## config.mk

```make
export PLATFORM = sky130hd
export DESIGN_NAME = instruction_decoder
export DESIGN_NICKNAME = d
export VERILOG_FILES = /design/src/rtl/cpu_pkg.sv /design/src/rtl/instruction_decoder.sv
export SDC_FILE = /design/constraint.sdc
export NUM_CORES = 1
export LEC_CHECK = 0
export ABC_AREA = 1
export ABC_CLOCK_PERIOD_IN_PS = 1550
export CAP_MARGIN = 20
export CORE_ASPECT_RATIO = 1.4
export CORE_MARGIN = 10
export CORE_UTILIZATION = 33
export DETAILED_ROUTE_END_ITERATION = 7
export PLACE_DENSITY_LB_ADDON = 0.12
export SLEW_MARGIN = 15
export SYNTH_ARGS = -nofsm -noshare
export SYNTH_HDL_FRONTEND = slang
export SYNTH_SLANG_ARGS = --single-unit
```

## constraint.sdc

```tcl
create_clock -name clk -period 1.55 [get_ports clk]
set_input_delay 0.2325 -clock clk [delete_from_list [all_inputs] [get_ports clk]]
set_output_delay 0.2325 -clock clk [all_outputs]
set_load 0.01 [all_outputs]
```

## src/rtl/cpu_pkg.sv

```systemverilog
// Shared encodings for the CME341 decode stage: register codes, opcode classes, sequencing states.
package cpu_pkg;

  localparam logic [2:0] DST_X0 = 3'd0;
  localparam logic [2:0] DST_X1 = 3'd1;
  localparam logic [2:0] DST_Y0 = 3'd2;
  localparam logic [2:0] DST_Y1 = 3'd3;
  localparam logic [2:0] DST_O  = 3'd4;
  localparam logic [2:0] DST_M  = 3'd5;
  localparam logic [2:0] DST_I  = 3'd6;
  localparam logic [2:0] DST_DM = 3'd7;

  localparam logic [3:0] SRC_X0  = 4'h0;
  localparam logic [3:0] SRC_X1  = 4'h1;
  localparam logic [3:0] SRC_Y0  = 4'h2;
  localparam logic [3:0] SRC_Y1  = 4'h3;
  localparam logic [3:0] SRC_R   = 4'h4;
  localparam logic [3:0] SRC_M   = 4'h5;
  localparam logic [3:0] SRC_I   = 4'h6;
  localparam logic [3:0] SRC_DM  = 4'h7;
  localparam logic [3:0] SRC_IMM = 4'h8;

  typedef enum logic [2:0] {LDI, MOV, ALU, JMP, JNZ} op_class_t;

  typedef enum logic {PRIME, RUN} state_t;

  function automatic op_class_t classify(input logic [7:0] word);
    if (!word[7])                return LDI;
    else if (!word[6])           return MOV;
    else if (!word[5])           return ALU;
    else if (!word[4])           return JMP;
    else                         return JNZ;
  endfunction

endpackage

```

## src/rtl/instruction_decoder.sv

```systemverilog
// Decode stage: combinational instruction decode, zero flag for conditional jumps,
// and a one-cycle PRIME window that masks the stale program-memory word after reset.
module instruction_decoder
  import cpu_pkg::*;
(
  input  logic       clk,
  input  logic       sync_reset_n,
  input  logic [7:0] pm_data,
  input  logic       alu_zero,
  output logic       jmp,
  output logic       jmp_nz,
  output logic [3:0] jmp_addr,
  output logic       dont_jmp,
  output logic       x0_ld,
  output logic       x1_ld,
  output logic       y0_ld,
  output logic       y1_ld,
  output logic       o_reg_ld,
  output logic       m_ld,
  output logic       i_ld,
  output logic       dm_wr,
  output logic       r_ld,
  output logic [3:0] source_sel,
  output logic [3:0] imm,
  output logic [2:0] alu_func,
  output logic       x_sel,
  output logic       y_sel,
  output logic [7:0] ir
);

  state_t    state, state_next;
  op_class_t op;
  logic      active;
  logic      ld_en;
  logic [2:0] dst;
  logic      z;

  assign op       = classify(pm_data);
  // Reset is also applied combinationally so nothing leaks out while it is held.
  assign active   = sync_reset_n && (state == RUN);
  assign imm      = pm_data[3:0];
  assign dont_jmp = z;

  always_ff @(posedge clk) begin
    if (!sync_reset_n) begin
      state <= PRIME;
      z     <= 1'b0;
      ir    <= '0;
    end else begin
      state <= state_next;
      if (state == RUN) begin
        ir <= pm_data;
        if (op == ALU) z <= alu_zero;
      end
    end
  end

  always_comb begin
    state_next = state;
    unique case (state)
      PRIME: state_next = RUN;
      RUN:   state_next = RUN;
    endcase
  end

  always_comb begin
    jmp        = 1'b0;
    jmp_nz     = 1'b0;
    jmp_addr   = '0;
    r_ld       = 1'b0;
    source_sel = '0;
    alu_func   = '0;
    x_sel      = 1'b0;
    y_sel      = 1'b0;
    ld_en      = 1'b0;
    dst        = '0;
    if (active) begin
      unique case (op)
        LDI: begin
          ld_en      = 1'b1;
          dst        = pm_data[6:4];
          source_sel = SRC_IMM;
        end
        MOV: begin
          if (pm_data[5:3] != pm_data[2:0]) begin
            ld_en      = 1'b1;
            dst        = pm_data[5:3];
            source_sel = {1'b0, pm_data[2:0]};
          end
        end
        ALU: begin
          r_ld     = 1'b1;
          alu_func = pm_data[4:2];
          x_sel    = pm_data[1];
          y_sel    = pm_data[0];
        end
        JMP: begin
          jmp      = 1'b1;
          jmp_addr = pm_data[3:0];
        end
        JNZ: begin
          jmp_nz   = 1'b1;
          jmp_addr = pm_data[3:0];
        end
      endcase
    end
  end

  always_comb begin
    x0_ld    = 1'b0;
    x1_ld    = 1'b0;
    y0_ld    = 1'b0;
    y1_ld    = 1'b0;
    o_reg_ld = 1'b0;
    m_ld     = 1'b0;
    i_ld     = 1'b0;
    dm_wr    = 1'b0;
    if (ld_en) begin
      unique case (dst)
        DST_X0: x0_ld    = 1'b1;
        DST_X1: x1_ld    = 1'b1;
        DST_Y0: y0_ld    = 1'b1;
        DST_Y1: y1_ld    = 1'b1;
        DST_O:  o_reg_ld = 1'b1;
        DST_M:  m_ld     = 1'b1;
        DST_I:  i_ld     = 1'b1;
        DST_DM: dm_wr    = 1'b1;
      endcase
    end
  end

endmodule
```

; Word level (Yosys, flattened, before mapping)
; Cells that the tools add are included.
[totals]
ff_bits = 10
in_bits = 11
out_inout_bits = 37
word_cells = 64
[op_classes]
eq_ne = 12
muxes = 44
n_reduce_logical = 5
[op_table]
columns = cell, count
row1 = 2-to-1 mux 1 bit, 29
row2 = 2-to-1 mux 3 bit, 9
row3 = "== test 3 bit, second input constant", 5
row4 = "== test 3 x 2 -> 1 bit, second input constant", 4
row5 = 2-to-1 mux 4 bit, 3
row6 = one-hot mux 4 bit (2 select lines), 1
row7 = "== test 3 x 1 -> 1 bit, second input constant", 2
row8 = logical NOT 3 bit, 2
row9 = one-hot mux 3 bit (2 select lines), 1
row10 = inequality test 3 bit, 1
row11 = one-hot mux 1 bit (2 select lines), 1
row12 = AND reduction 2 bit, 1
row13 = OR reduction 2 bit, 1
row14 = logical AND 1 bit, 1

; Longest topological paths before layout
; Gate-level depths: netlist (run 1).
[logic_depth]
word_depth = 10
mapped_depth = 9

; Worst setup path after synthesis (run 1)
; No wires, ideal clock.
[synth_path]
kind = reg-to-output
start = reg state
end = out y1_ld
arrival_ns = 1.069
required_time_ns = 1.317
setup_slack_ns = 0.248
stages_incl_launch_ff = 7
path_cell_list = dfxtp_1 > nand2_4 > nor2_2 > nand2_1 > nand2_1 > nand2_1 > nor2_1
[synth_via]
elab_chain_cells = 5
[synth_rtl]
columns = item, line
row1 = start: declaration, instruction_decoder.sv:31  ; state_t state, state_next;
row2 = start signal: assignment, instruction_decoder.sv:50  ; state <= state_next;
row3 = logical AND 1 bit *, instruction_decoder.sv:40  ; assign active = sync_reset_n && (state == RUN);
row4 = 2-to-1 mux 3 bit, instruction_decoder.sv:77  ; if (active) begin
row5 = == test 3 x 2 -> 1 bit, instruction_decoder.sv:119  ; unique case (dst)
row6 = 2-to-1 mux 1 bit, instruction_decoder.sv:119
row7 = 2-to-1 mux 1 bit *, instruction_decoder.sv:118  ; if (ld_en) begin
row8 = end: declaration, instruction_decoder.sv:17  ; output logic y1_ld,
; Mark *: on every way between the ends. The rest lies on a longest branch, timed or not.

; Final worst setup path (run 1)
[layout_path]
start = reg state
end = out x1_ld
[layout_via]
elab_chain_cells = 5
[layout_rtl]
columns = item, line
row1 = logical AND 1 bit *, instruction_decoder.sv:40
row2 = 2-to-1 mux 3 bit, instruction_decoder.sv:77
row3 = == test 3 x 1 -> 1 bit, instruction_decoder.sv:119
row4 = 2-to-1 mux 1 bit, instruction_decoder.sv:119
row5 = 2-to-1 mux 1 bit *, instruction_decoder.sv:118
row6 = end: declaration, instruction_decoder.sv:15  ; output logic x1_ld,
; Marked as above.

==> impl_metrics.xml, run 1 <==
<?xml version="1.0" encoding="UTF-8"?>
<metrics>
  <group name="status">
    <metric name="status" unit="">finished with violations</metric>
    <metric name="violations_in_the_final_reports" unit="">negative setup slack</metric>
  </group>
  <group name="global_route">
    <metric name="grt_max_degree" unit="">9</metric>
    <metric name="top_usage_layer" unit="">met2</metric>
    <metric name="grt_antenna_before_repair" unit="">0</metric>
    <metric name="grtUsageMet2" unit="%">23.1</metric>
    <metric name="grt_usage" unit="%">13.2</metric>
    <metric name="groute.layer.met3.usage" unit="%">4.36</metric>
    <metric name="grt.overflow.total" unit="">0</metric>
    <metric name="grt_util_met1" unit="%">12.3</metric>
    <metric name="grt_pass1_vias" unit="">987</metric>
    <metric name="grt_pass1_wl" unit="um">4460</metric>
  </group>
  <group name="yosys">
    <metric name="syn_area_per_cell" unit="sq um">5.93</metric>
    <metric name="syn_inst" unit="">112</metric>
    <metric name="synth_warnings" unit="">0</metric>
    <metric name="unique_cell_type_count_in_the_yosys_netlist" unit="">20</metric>
    <metric name="synth_nets" unit="">123</metric>
    <metric name="synth.ff_latch_count" unit="">10</metric>
    <metric name="synth.cell_area" unit="sq um">664</metric>
    <metric name="synth_sequential_area_ratio" unit="%">30.1</metric>
  </group>
  <group name="worst_setup_path">
    <metric name="worst_ep_required_time" unit="ps">1320</metric>
    <metric name="path_class" unit="">flop to primary output</metric>
    <metric name="max_stage_delay" unit="ps">370</metric>
    <metric name="timing.critical_path.depth" unit="">8</metric>
    <metric name="cp-startpoint" unit="">state$_DFF_P_</metric>
    <metric name="cp_data_arrival_time" unit="ps">1350</metric>
    <metric name="startpoint_type" unit="">flop</metric>
    <metric name="r2r.worst_path.cells" unit="">3</metric>
    <metric name="critPathCaptureType" unit="">primary output</metric>
    <metric name="rrSetupSlack" unit="ps">460</metric>
    <metric name="worstPathBufferInverterCount" unit="">2</metric>
    <metric name="cp_slowest_cell" unit="">sky130_fd_sc_hd__dfxtp_4</metric>
    <metric name="timing.rr.end" unit="">ir[1]$_SDFFE_PN0P_</metric>
    <metric name="critical_path.cell_chain" unit="">nand2_8, nor2_4, nand3_2, nand2_2, inv_1, nand2_1, nor2_1, buf_2</metric>
    <metric name="timing.critical_path.to" unit="">x1_ld</metric>
    <metric name="r2r-start" unit="">state$_DFF_P_</metric>
    <metric name="worst-path-max-fanout" unit="">6</metric>
    <metric name="crit_family" unit="">simple AND/OR/NAND/NOR gates</metric>
  </group>
  <group name="sta">
    <metric name="grt_setup_unrepaired" unit="">true</metric>
    <metric name="relSlewSlack" unit="%">83.7</metric>
    <metric name="tightest_slew" unit="ps">244</metric>
    <metric name="timing.hold.ws" unit="ps">340</metric>
    <metric name="timing.setup.tns" unit="ps">-118</metric>
    <metric name="max_freq" unit="GHz">0.633</metric>
    <metric name="final.setup_skew" unit="ps">5.32</metric>
    <metric name="final_min_period_over_clock_period" unit="%">102</metric>
    <metric name="post-route-min-period" unit="ps">1580</metric>
    <metric name="setup_slack" unit="ps">-30.7</metric>
    <metric name="timing.final.max_slew_violations" unit="">0</metric>
    <metric name="final_hold_viol_count" unit="">0</metric>
    <metric name="finalSetupViolations" unit="">8</metric>
  </group>
  <group name="floorplan">
    <metric name="core" unit="sq mm">0.00195</metric>
    <metric name="dieWidth" unit="um">57.9</metric>
    <metric name="floorplan.io_pins" unit="">48</metric>
    <metric name="die_height" unit="um">73.1</metric>
    <metric name="floorplan.rows" unit="">19</metric>
    <metric name="effective_utilization_at_floorplan" unit="%">34.1</metric>
    <metric name="die_area" unit="sq mm">0.00423</metric>
  </group>
  <group name="placed_design">
    <metric name="gp_congestion" unit="">0.912</metric>
    <metric name="detailed_placement_wirelength_estimate" unit="um">2070</metric>
    <metric name="dp.cells" unit="">203</metric>
    <metric name="place.port_buffers" unit="">47</metric>
  </group>
  <group name="layout">
    <metric name="cell_count_final_fillers_out" unit="">218</metric>
    <metric name="post_route_cells_drive_above_1_share" unit="%">56.9</metric>
    <metric name="multi_input_comb_area" unit="sq um">444</metric>
    <metric name="area_growth_syn_to_layout" unit="%">115</metric>
    <metric name="layout.nets" unit="">210</metric>
    <metric name="filler_cell_count" unit="">160</metric>
    <metric name="antenna-diode-count" unit="">0</metric>
    <metric name="final_core_utilization" unit="%">73.2</metric>
    <metric name="final-seq-area" unit="sq um">204</metric>
  </group>
  <group name="routing">
    <metric name="routed_via_density" unit="">4.59</metric>
    <metric name="initialDrtViolationCount" unit="">12</metric>
    <metric name="detailedRoute.firstPassIterationCount" unit="">4</metric>
    <metric name="drcViolationCount" unit="">0</metric>
    <metric name="route.vias.total" unit="">1000</metric>
    <metric name="drt_antenna_net_count" unit="">0</metric>
    <metric name="drt-wirelength-per-cell" unit="um">13.2</metric>
    <metric name="drt-total-wl" unit="um">2870</metric>
  </group>
  <group name="power">
    <metric name="power.static_leakage" unit="nW">0.737</metric>
    <metric name="power_density" unit="mW/mm^2">507</metric>
    <metric name="vdd_drop_max" unit="V">0.000639</metric>
  </group>
  <group name="clock_network">
    <metric name="cts_tree" unit="">yes</metric>
    <metric name="root_buffer" unit="">sky130_fd_sc_hd__clkbuf_4</metric>
    <metric name="cts_num_sinks" unit="">10</metric>
    <metric name="cts_buffers" unit="">3</metric>
    <metric name="clkSlewWorstSetupHoldPaths" unit="ps">60</metric>
    <metric name="cts-root-to-sink-buffers" unit="">2</metric>
    <metric name="ctsHtreeMaxLevel" unit="">1</metric>
    <metric name="cts_hold_buf" unit="">0</metric>
    <metric name="clk_latency" unit="ps">260</metric>
  </group>
  <group name="worst_hold_path">
    <metric name="worst_hold_path_type" unit="">primary input to flop</metric>
    <metric name="min-delay-start" unit="">pm_data[5]</metric>
  </group>
  <group name="flow_run">
    <metric name="drv_cap" unit="">0</metric>
  </group>
</metrics>
-- worst min path at each step --
stage / to / slack, ps / depth (start not counted)
2_1_floorplan: state$_DFF_P_ / 260 / 0
3_3_place_gp: ir[3]$_SDFFE_PN0P_ / 450 / 2
3_5_place_dp: dont_jmp$_SDFFE_PN0P_ / 450 / 2
4_1_cts: dont_jmp$_SDFFE_PN0P_ / 310 / 4
5_1_grt: dont_jmp$_SDFFE_PN0P_ / 350 / 4
6_report: dont_jmp$_SDFFE_PN0P_ / 340 / 4
-- logic make-up after synthesis --
family,share of synthesized area (%)
buffers and inverters,19.4
flip-flops,30.1
AO/OA/AOI/OAI,7.34
AND/OR/NAND/NOR,43.1
-- power breakdown --
group | internal [mW] | switching (mW)
Clock | 0.0890 | 0.0770
Combinational | 0.144 | 0.135
Sequential | 0.271 | 0.00831
-- flip-flops by register name (all words and copies together) (netlist names) --
name and flops:
ir 8, dont_jmp 1, state 1
-- Yosys cell counts --
cell | count | area, sq um
sky130_fd_sc_hd__nand2_1 | 26 | 97.6
sky130_fd_sc_hd__o22ai_1 | 3 | 18.8
sky130_fd_sc_hd__nand2_4 | 1 | 11.3
sky130_fd_sc_hd__o21ai_0 | 4 | 20.0
sky130_fd_sc_hd__nand4_1 | 1 | 6.26
sky130_fd_sc_hd__nor2_2 | 2 | 12.5
sky130_fd_sc_hd__nand3_1 | 6 | 30.0
sky130_fd_sc_hd__or2_1 | 1 | 6.26
sky130_fd_sc_hd__nand2_2 | 2 | 12.5
sky130_fd_sc_hd__dfxtp_1 | 10 | 200
sky130_fd_sc_hd__nor2_1 | 24 | 90.1
sky130_fd_sc_hd__nand3_2 | 1 | 10.0
sky130_fd_sc_hd__inv_2 | 3 | 11.3
sky130_fd_sc_hd__buf_4 | 4 | 30.0
sky130_fd_sc_hd__inv_12 | 1 | 16.3
sky130_fd_sc_hd__inv_1 | 18 | 67.6
sky130_fd_sc_hd__a21oi_1 | 1 | 5.00
sky130_fd_sc_hd__nor3_1 | 2 | 10.0
sky130_fd_sc_hd__clkbuf_1 | 1 | 3.75
sky130_fd_sc_hd__o21ai_1 | 1 | 5.00
-- per-stage QoR --
stage	setup slack, ps	total power [mW]	cell area, sq um
final	-30.7	0.724	1430
after global routing	-137	0.765	1430
after CTS	-24.0	0.715	1380
after detailed placement	-713	0.528	1350
after global placement	-688	0.525	1350
after floorplan	248	0.375	664
-- cells in the final DEF, fill, tap and decap left out, types with 2 or more instances in the layout --
cell type | Yosys | layout
sky130_fd_sc_hd__buf_4 | 4 | 39
sky130_fd_sc_hd__buf_2 | 0 | 27
sky130_fd_sc_hd__nor2_1 | 24 | 17
sky130_fd_sc_hd__nand2_1 | 26 | 17
sky130_fd_sc_hd__clkdlybuf4s50_1 | 0 | 14
sky130_fd_sc_hd__nand2_2 | 2 | 11
sky130_fd_sc_hd__inv_1 | 18 | 11
sky130_fd_sc_hd__inv_2 | 3 | 10
sky130_fd_sc_hd__dfxtp_1 | 10 | 9
sky130_fd_sc_hd__nor2_2 | 2 | 5
sky130_fd_sc_hd__nor2_4 | 0 | 4
sky130_fd_sc_hd__o21ai_0 | 4 | 4
sky130_fd_sc_hd__nand3_2 | 1 | 3
sky130_fd_sc_hd__o22ai_1 | 3 | 3
sky130_fd_sc_hd__clkbuf_4 | 0 | 3
sky130_fd_sc_hd__dlygate4sd2_1 | 0 | 3
sky130_fd_sc_hd__nand3_4 | 0 | 2
sky130_fd_sc_hd__nand3_1 | 6 | 2
sky130_fd_sc_hd__clkbuf_2 | 0 | 2
-- tightest hold or removal path, delay by kind of cell --
| family | cells | cell delay (ps) |
|---|---|---|
| AOI/OAI and AO/OA | 1 | 60 |
| buffers and inverters | 1 | 130 |
| and+or+nand+nor | 2 | 130 |
-- what timing repair did --
| item | CTS | global route |
|---|---|---|
| gates cloned | 0 | 0 |
| pin swaps | 9 | 6 |
| endpoints found under the setup margin | 27 | 20 |
| gates resized for setup | 133 | 24 |
| setup buffers | 10 | 2 |
-- cell type report --
cell class,instances,share of cell area (%)
Sequential cell,10,14.3
Clock buffer,3,1.58
Inverter,22,6.66
Multi-Input combinational cell,75,31.1
Timing Repair Buffer,87,44.5
Tap cell,21,1.84
-- metal layers --
metal / routed length (um) / share of wire (%) / vias up
met5: 0 / 0 / -
met1: 1030 / 36 / 437
li1: - / - / 512
met3: 241 / 8.4 / 10
met4: 119 / 4.1 / 0
met2: 1490 / 52 / 41
No activity file was read; power rests on OpenSTA's default activity.
==> run 2, diff against run 1 <==
Settings changed: CAP_MARGIN 20 to not set, RECOVER_POWER set to 50.
==> run 2 against run 1 <==
Net effect: the flow still finishes with violations (negative setup slack); cell count stayed put; via count is 0.60% lower; highest routed layer unchanged; fmax hardly changed; register-to-register slack worse by 50 ps; sequential power hardly changed; wire length is 0.28% higher; largest power group unchanged; cell area is 0.18% lower; clock skew hardly changed; total power is 0.68% lower.
==> impl_metrics.xml, run 2 (synthesis gave the netlist of run 1 again) <==
<?xml version="1.0" encoding="UTF-8"?>
<metrics>
  <group name="layout">
    <metric name="antenna-diode-count" unit="">0</metric>
    <metric name="layout.nets" unit="">210</metric>
    <metric name="most_flop_heavy_register" unit="">ir</metric>
    <metric name="commonest_non_fill_non_tap_cell_in_the_layout" unit="">sky130_fd_sc_hd__buf_4</metric>
    <metric name="post_route_cells_drive_above_1_share" unit="%">55.8</metric>
    <metric name="largest_register_ff_count" unit="">8</metric>
    <metric name="layout.cells.most_common_list" unit="">38 x sky130_fd_sc_hd__buf_4, 27 x sky130_fd_sc_hd__buf_2, 18 x sky130_fd_sc_hd__nand2_1</metric>
    <metric name="area_growth_syn_to_layout" unit="%">115</metric>
  </group>
  <group name="routing">
    <metric name="route.vias.total" unit="">994</metric>
    <metric name="routed_via_density" unit="">4.56</metric>
    <metric name="drt_antenna_net_count" unit="">0</metric>
    <metric name="drt-wirelength-per-cell" unit="um">13.2</metric>
    <metric name="initialDrtViolationCount" unit="">14</metric>
    <metric name="drt-total-wl" unit="um">2880</metric>
    <metric name="detailedRoute.firstPassIterationCount" unit="">4</metric>
    <metric name="drcViolationCount" unit="">0</metric>
  </group>
  <group name="sta">
    <metric name="post-route-min-period" unit="ps">1580</metric>
    <metric name="timing.final.max_slew_violations" unit="">0</metric>
    <metric name="tightest_slew" unit="ps">392</metric>
    <metric name="max_freq" unit="GHz">0.633</metric>
    <metric name="finalSetupViolations" unit="">7</metric>
    <metric name="relSlewSlack" unit="%">73.9</metric>
    <metric name="grt_setup_unrepaired" unit="">true</metric>
    <metric name="final_hold_viol_count" unit="">0</metric>
    <metric name="final_min_period_over_clock_period" unit="%">102</metric>
    <metric name="final.setup_skew" unit="ps">5.16</metric>
    <metric name="setup_slack" unit="ps">-29.9</metric>
  </group>
  <group name="worst_setup_path">
    <metric name="path_class" unit="">flop to primary output</metric>
    <metric name="startpoint_type" unit="">flop</metric>
    <metric name="r2r-start" unit="">state$_DFF_P_</metric>
    <metric name="cp-startpoint" unit="">state$_DFF_P_</metric>
    <metric name="cp_slowest_cell" unit="">sky130_fd_sc_hd__dfxtp_4</metric>
    <metric name="max_stage_delay" unit="ps">370</metric>
    <metric name="worst_ep_required_time" unit="ps">1320</metric>
    <metric name="critPathCaptureType" unit="">primary output</metric>
    <metric name="worst-path-max-fanout" unit="">6</metric>
    <metric name="critical_path.cell_chain" unit="">nand2_8, nor2_4, nand3_2, nand2_2, inv_1, nand2_1, nor2_1, buf_2</metric>
    <metric name="cp_data_arrival_time" unit="ps">1350</metric>
  </group>
  <group name="power">
    <metric name="power.share.sequential" unit="%">38.8</metric>
    <metric name="combinational_fraction_of_design_power" unit="%">38.1</metric>
    <metric name="p_sw_share" unit="%">30.4</metric>
    <metric name="intPower" unit="mW">0.500</metric>
    <metric name="design_power_total" unit="mW">0.719</metric>
    <metric name="power.static_leakage" unit="nW">0.742</metric>
    <metric name="power.clock.fraction" unit="%">23.1</metric>
    <metric name="power_density" unit="mW/mm^2">505</metric>
    <metric name="power_switching" unit="mW">0.219</metric>
    <metric name="vdd_drop_max" unit="V">0.000636</metric>
  </group>
  <group name="clock_network">
    <metric name="cts_num_sinks" unit="">10</metric>
    <metric name="cts_tree" unit="">yes</metric>
    <metric name="clk_latency" unit="ps">260</metric>
    <metric name="root_buffer" unit="">sky130_fd_sc_hd__clkbuf_4</metric>
    <metric name="cts-root-to-sink-buffers" unit="">2</metric>
    <metric name="cts_buffers" unit="">3</metric>
    <metric name="ctsHtreeMaxLevel" unit="">1</metric>
    <metric name="cts_hold_buf" unit="">0</metric>
    <metric name="clkSlewWorstSetupHoldPaths" unit="ps">60</metric>
  </group>
  <group name="placed_design">
    <metric name="detailedPlace.worstSlack" unit="ps">-713</metric>
    <metric name="place.port_buffers" unit="">47</metric>
    <metric name="detailed_placement_wirelength_estimate" unit="um">2070</metric>
    <metric name="gp_congestion" unit="">0.912</metric>
  </group>
  <group name="global_route">
    <metric name="grt.overflow.total" unit="">0</metric>
    <metric name="grt_usage" unit="%">13.2</metric>
    <metric name="grt_pass1_vias" unit="">987</metric>
    <metric name="grt_antenna_before_repair" unit="">0</metric>
    <metric name="grt_pass1_wl" unit="um">4460</metric>
    <metric name="grt_max_degree" unit="">9</metric>
  </group>
  <group name="floorplan">
    <metric name="dieWidth" unit="um">57.9</metric>
    <metric name="die_area" unit="sq mm">0.00423</metric>
    <metric name="floorplan.io_pins" unit="">48</metric>
    <metric name="effective_utilization_at_floorplan" unit="%">34.1</metric>
    <metric name="core" unit="sq mm">0.00195</metric>
    <metric name="die_height" unit="um">73.1</metric>
    <metric name="floorplan.rows" unit="">19</metric>
  </group>
  <group name="worst_hold_path">
    <metric name="worst_hold_path_type" unit="">primary input to flop</metric>
    <metric name="min-delay-start" unit="">pm_data[5]</metric>
  </group>
  <group name="status">
    <metric name="violations_in_the_final_reports" unit="">negative setup slack</metric>
    <metric name="status" unit="">finished with violations</metric>
  </group>
  <group name="flow_run">
    <metric name="drv_cap" unit="">0</metric>
  </group>
</metrics>
[run 2: final timing paths]
kind | endpoint | slack, ps | cells after the start
setup / recovery | x1_ld | -30 | 8
hold / removal | dont_jmp$_SDFFE_PN0P_ | 330 | 4
setup reg to reg | ir[1]$_SDFFE_PN0P_ | 410 | 3
hold reg to reg | ir[7]$_SDFFE_PN0P_ | 460 | 2
[run 2: area by class of cell]
| type | count | area [sq um] |
|---|---|---|
| well taps | 21 | 26.3 |
| fillers | 161 | 524 |
| flip-flops and latches | 10 | 204 |
| clock buffers | 3 | 22.5 |
| multi-input cells | 75 | 442 |
| repair buffers | 87 | 636 |
| inverters | 22 | 95.1 |
[run 2: through the flow]
| stage | hold WS [ps] | std cells | cell area (sq um) | TNS [ps] | util (%) |
|---|---|---|---|---|---|
| floorplan | 260 | 112 | 664 | 0 | - |
| global placement | 451 | 203 | 1350 | -14550 | 69.3 |
| detailed placement | 453 | 203 | 1350 | -14910 | 69.3 |
| CTS | 307 | 216 | 1380 | -104 | 70.7 |
| global route | 343 | 218 | 1430 | -1250 | 73.1 |
| finish | 329 | 218 | 1430 | -111 | 73.1 |
[run 2: worst max-delay path: cells and delay by family, from the launching register on]
family / cells / cell delay, ps
buffers and inverters: 2 / 190
AND/OR/NAND/NOR: 6 / 520
flip-flops: 1 / 370
[run 2: routing by layer]
layer / track usage, % / part of all wire, %
met1: 12.3 / 36
met2: 23.1 / 52
met3: 4.36 / 8.2
met4: 9.69 / 4.1
met5: 0 / 0
[run 2: what timing repair did]
item | in CTS | in global routing
gates resized for setup | 133 | 24
pin swaps | 9 | 6
setup endpoints to repair | 27 | 20
setup buffers | 10 | 2
[run 2: power by group through the flow]
stage | combinational (mW) | clock (mW) | sequential (mW)
2_1_floorplan | 0.0837 | 0 | 0.291
5_1_grt | 0.297 | 0.182 | 0.281
3_3_place_gp | 0.241 | 0 | 0.284
4_1_cts | 0.259 | 0.177 | 0.279
3_5_place_dp | 0.243 | 0 | 0.285
6_report | 0.274 | 0.166 | 0.279
==> run 3, diff against run 2 <==
Settings changed: CELL_PAD_IN_SITES_DETAIL_PLACEMENT set to 1, CELL_PAD_IN_SITES_GLOBAL_PLACEMENT set to 1, CORE_UTILIZATION 33 to 21, SLEW_MARGIN 15 to not set.
==> run 3 against run 2 <==
Net effect: the run now ends clean; total power grew 13%; clock skew shrank 4.7 ps; hold slack gained 69 ps; fmax grew 2.8%; wire length grew 13%; largest cell class unchanged; critical path depth shrank 1; first-iteration DRC count grew 14%; cell area grew 2.7%.
==> impl_metrics.xml, run 3 (synthesis gave the netlist of run 1 again) <==
<?xml version="1.0" encoding="UTF-8"?>
<metrics>
  <group name="status">
    <metric name="status" unit="">finished clean</metric>
  </group>
  <group name="layout">
    <metric name="antenna-diode-count" unit="">0</metric>
    <metric name="layout.cells.most_common_list" unit="">34 x sky130_fd_sc_hd__buf_4, 25 x sky130_fd_sc_hd__buf_2, 18 x sky130_fd_sc_hd__nor2_1</metric>
    <metric name="most_flop_heavy_register" unit="">ir</metric>
    <metric name="area_growth_syn_to_layout" unit="%">120</metric>
    <metric name="largest_register_ff_count" unit="">8</metric>
    <metric name="final_core_utilization" unit="%">47.3</metric>
    <metric name="post_route_cells_drive_above_1_share" unit="%">55.4</metric>
    <metric name="final_cell_area" unit="sq mm">0.00146</metric>
    <metric name="layout.nets" unit="">206</metric>
    <metric name="commonest_non_fill_non_tap_cell_in_the_layout" unit="">sky130_fd_sc_hd__buf_4</metric>
  </group>
  <group name="sta">
    <metric name="final_min_period_over_clock_period" unit="%">99.2</metric>
    <metric name="finalSetupViolations" unit="">0</metric>
    <metric name="tightest_slew" unit="ps">456</metric>
    <metric name="timing.final.max_slew_violations" unit="">0</metric>
    <metric name="final_hold_viol_count" unit="">0</metric>
    <metric name="timing.hold.ws" unit="ps">398</metric>
    <metric name="setup_slack" unit="ps">12.6</metric>
    <metric name="relSlewSlack" unit="%">69.6</metric>
    <metric name="grt_setup_unrepaired" unit="">true</metric>
    <metric name="max_freq" unit="GHz">0.650</metric>
    <metric name="post-route-min-period" unit="ps">1540</metric>
    <metric name="final.setup_skew" unit="ps">0.421</metric>
  </group>
  <group name="routing">
    <metric name="drcViolationCount" unit="">0</metric>
    <metric name="initialDrtViolationCount" unit="">16</metric>
    <metric name="drt-total-wl" unit="um">3270</metric>
    <metric name="routed_via_density" unit="">4.31</metric>
    <metric name="drt-wirelength-per-cell" unit="um">14.1</metric>
    <metric name="drt_antenna_net_count" unit="">0</metric>
    <metric name="detailedRoute.firstPassIterationCount" unit="">3</metric>
    <metric name="route.vias.total" unit="">1000</metric>
  </group>
  <group name="floorplan">
    <metric name="floorplan.rows" unit="">24</metric>
    <metric name="floorplan.io_pins" unit="">48</metric>
    <metric name="dieWidth" unit="um">67.5</metric>
    <metric name="effective_utilization_at_floorplan" unit="%">21.5</metric>
    <metric name="die_area" unit="sq mm">0.00585</metric>
    <metric name="core" unit="sq mm">0.00309</metric>
    <metric name="die_height" unit="um">86.6</metric>
  </group>
  <group name="clock_network">
    <metric name="cts_num_sinks" unit="">10</metric>
    <metric name="clk_latency" unit="ps">230</metric>
    <metric name="cts_buffers" unit="">3</metric>
    <metric name="clkSlewWorstSetupHoldPaths" unit="ps">50</metric>
    <metric name="ctsHtreeMaxLevel" unit="">1</metric>
    <metric name="cts-root-to-sink-buffers" unit="">2</metric>
    <metric name="root_buffer" unit="">sky130_fd_sc_hd__clkbuf_8</metric>
    <metric name="cts_tree" unit="">yes</metric>
  </group>
  <group name="worst_setup_path">
    <metric name="worst_ep_required_time" unit="ps">1320</metric>
    <metric name="critPathCaptureType" unit="">primary output</metric>
    <metric name="cp_data_arrival_time" unit="ps">1300</metric>
    <metric name="path_class" unit="">flop to primary output</metric>
    <metric name="worst-path-max-fanout" unit="">6</metric>
    <metric name="startpoint_type" unit="">flop</metric>
  </group>
  <group name="worst_hold_path">
    <metric name="worst_hold_path_type" unit="">primary input to flop</metric>
  </group>
  <group name="global_route">
    <metric name="grt_pass1_wl" unit="um">5450</metric>
    <metric name="grt_max_degree" unit="">9</metric>
    <metric name="grt_usage" unit="%">11.8</metric>
    <metric name="grt_pass1_vias" unit="">1134</metric>
    <metric name="grt.overflow.total" unit="">0</metric>
    <metric name="grt_antenna_before_repair" unit="">0</metric>
  </group>
  <group name="placed_design">
    <metric name="place.port_buffers" unit="">47</metric>
    <metric name="place_area" unit="sq mm">0.00137</metric>
    <metric name="detailedPlace.worstSlack" unit="ps">-773</metric>
    <metric name="gp_congestion" unit="">0.775</metric>
    <metric name="detailed_placement_wirelength_estimate" unit="um">2620</metric>
  </group>
  <group name="power">
    <metric name="vdd_drop_max" unit="V">0.000484</metric>
    <metric name="power.static_leakage" unit="nW">0.738</metric>
    <metric name="power_density" unit="mW/mm^2">556</metric>
  </group>
  <group name="flow_run">
    <metric name="drv_cap" unit="">0</metric>
  </group>
</metrics>
## run 3: cell count changes in the layout (fill, tap and decap cells not counted), sizes merged
cell	change
buf	-5
clkdlybuf4s15	+3
clkbuf	-1
clkdlybuf4s50	-1
dlygate4sd2	-1
dlygate4sd3	+1
## run 3: cell type report
cell class	count	area, sq um
Timing Repair Buffer	83	616
Clock buffer	3	41.3
Tap cell	39	48.8
Multi-Input combinational cell	75	459
Fill cell	412	1630
Inverter	22	95.1
Sequential cell	10	204
## run 3: worst paths after layout
path,from,endpoint,slack (ps),cells past startpoint
worst max-delay path,state$_DFF_P_,y0_ld,10,7
worst min-delay path,sync_reset_n,state$_DFF_P_,400,1
worst max register to register,state$_DFF_P_,ir[1]$_SDFFE_PN0P_,370,3
worst min register to register,dont_jmp$_SDFFE_PN0P_,dont_jmp$_SDFFE_PN0P_,450,2
## run 3: layer usage
layer  vias up  global-route usage, %  routed length [um]
li1        498                      -                   -
met1       473                   11.4                1160
met2        27                   21.9                1810
met3         2                   4.39                 273
met4         0                   3.93                  21
met5         -                      0                   0
## run 3: critical path, stage by stage, from the launching register on
cell and delay, ps:
sky130_fd_sc_hd__dfxtp_4 370, sky130_fd_sc_hd__nand2_8 100, sky130_fd_sc_hd__nor2_4 120, sky130_fd_sc_hd__nand3_2 110, sky130_fd_sc_hd__nand2_4 90, sky130_fd_sc_hd__nand2_2 70, sky130_fd_sc_hd__nor2_2 90, sky130_fd_sc_hd__buf_2 130
## run 3: through the flow
step,std cells,total power [mW],setup TNS [ps]
floorplan,112,0.375,0
global placement,222,0.529,-15840
detailed placement,222,0.534,-16960
CTS,232,0.818,0
global route,232,0.874,-546
finish,232,0.814,0
## run 3: what timing repair did
action | CTS | global route
pin swaps | 13 | 4
endpoints found under the setup margin | 27 | 21
hold buffers | 0 | 0
gates resized for setup | 137 | 28
buffers inserted | 7 | 0
## run 3: power breakdown
part / total, mW / switching [mW] / internal [mW]
registers: 0.281 / 0.00920 / 0.272
logic: 0.272 / 0.137 / 0.135
clock network: 0.261 / 0.0914 / 0.169
total: 0.814 / 0.238 / 0.576
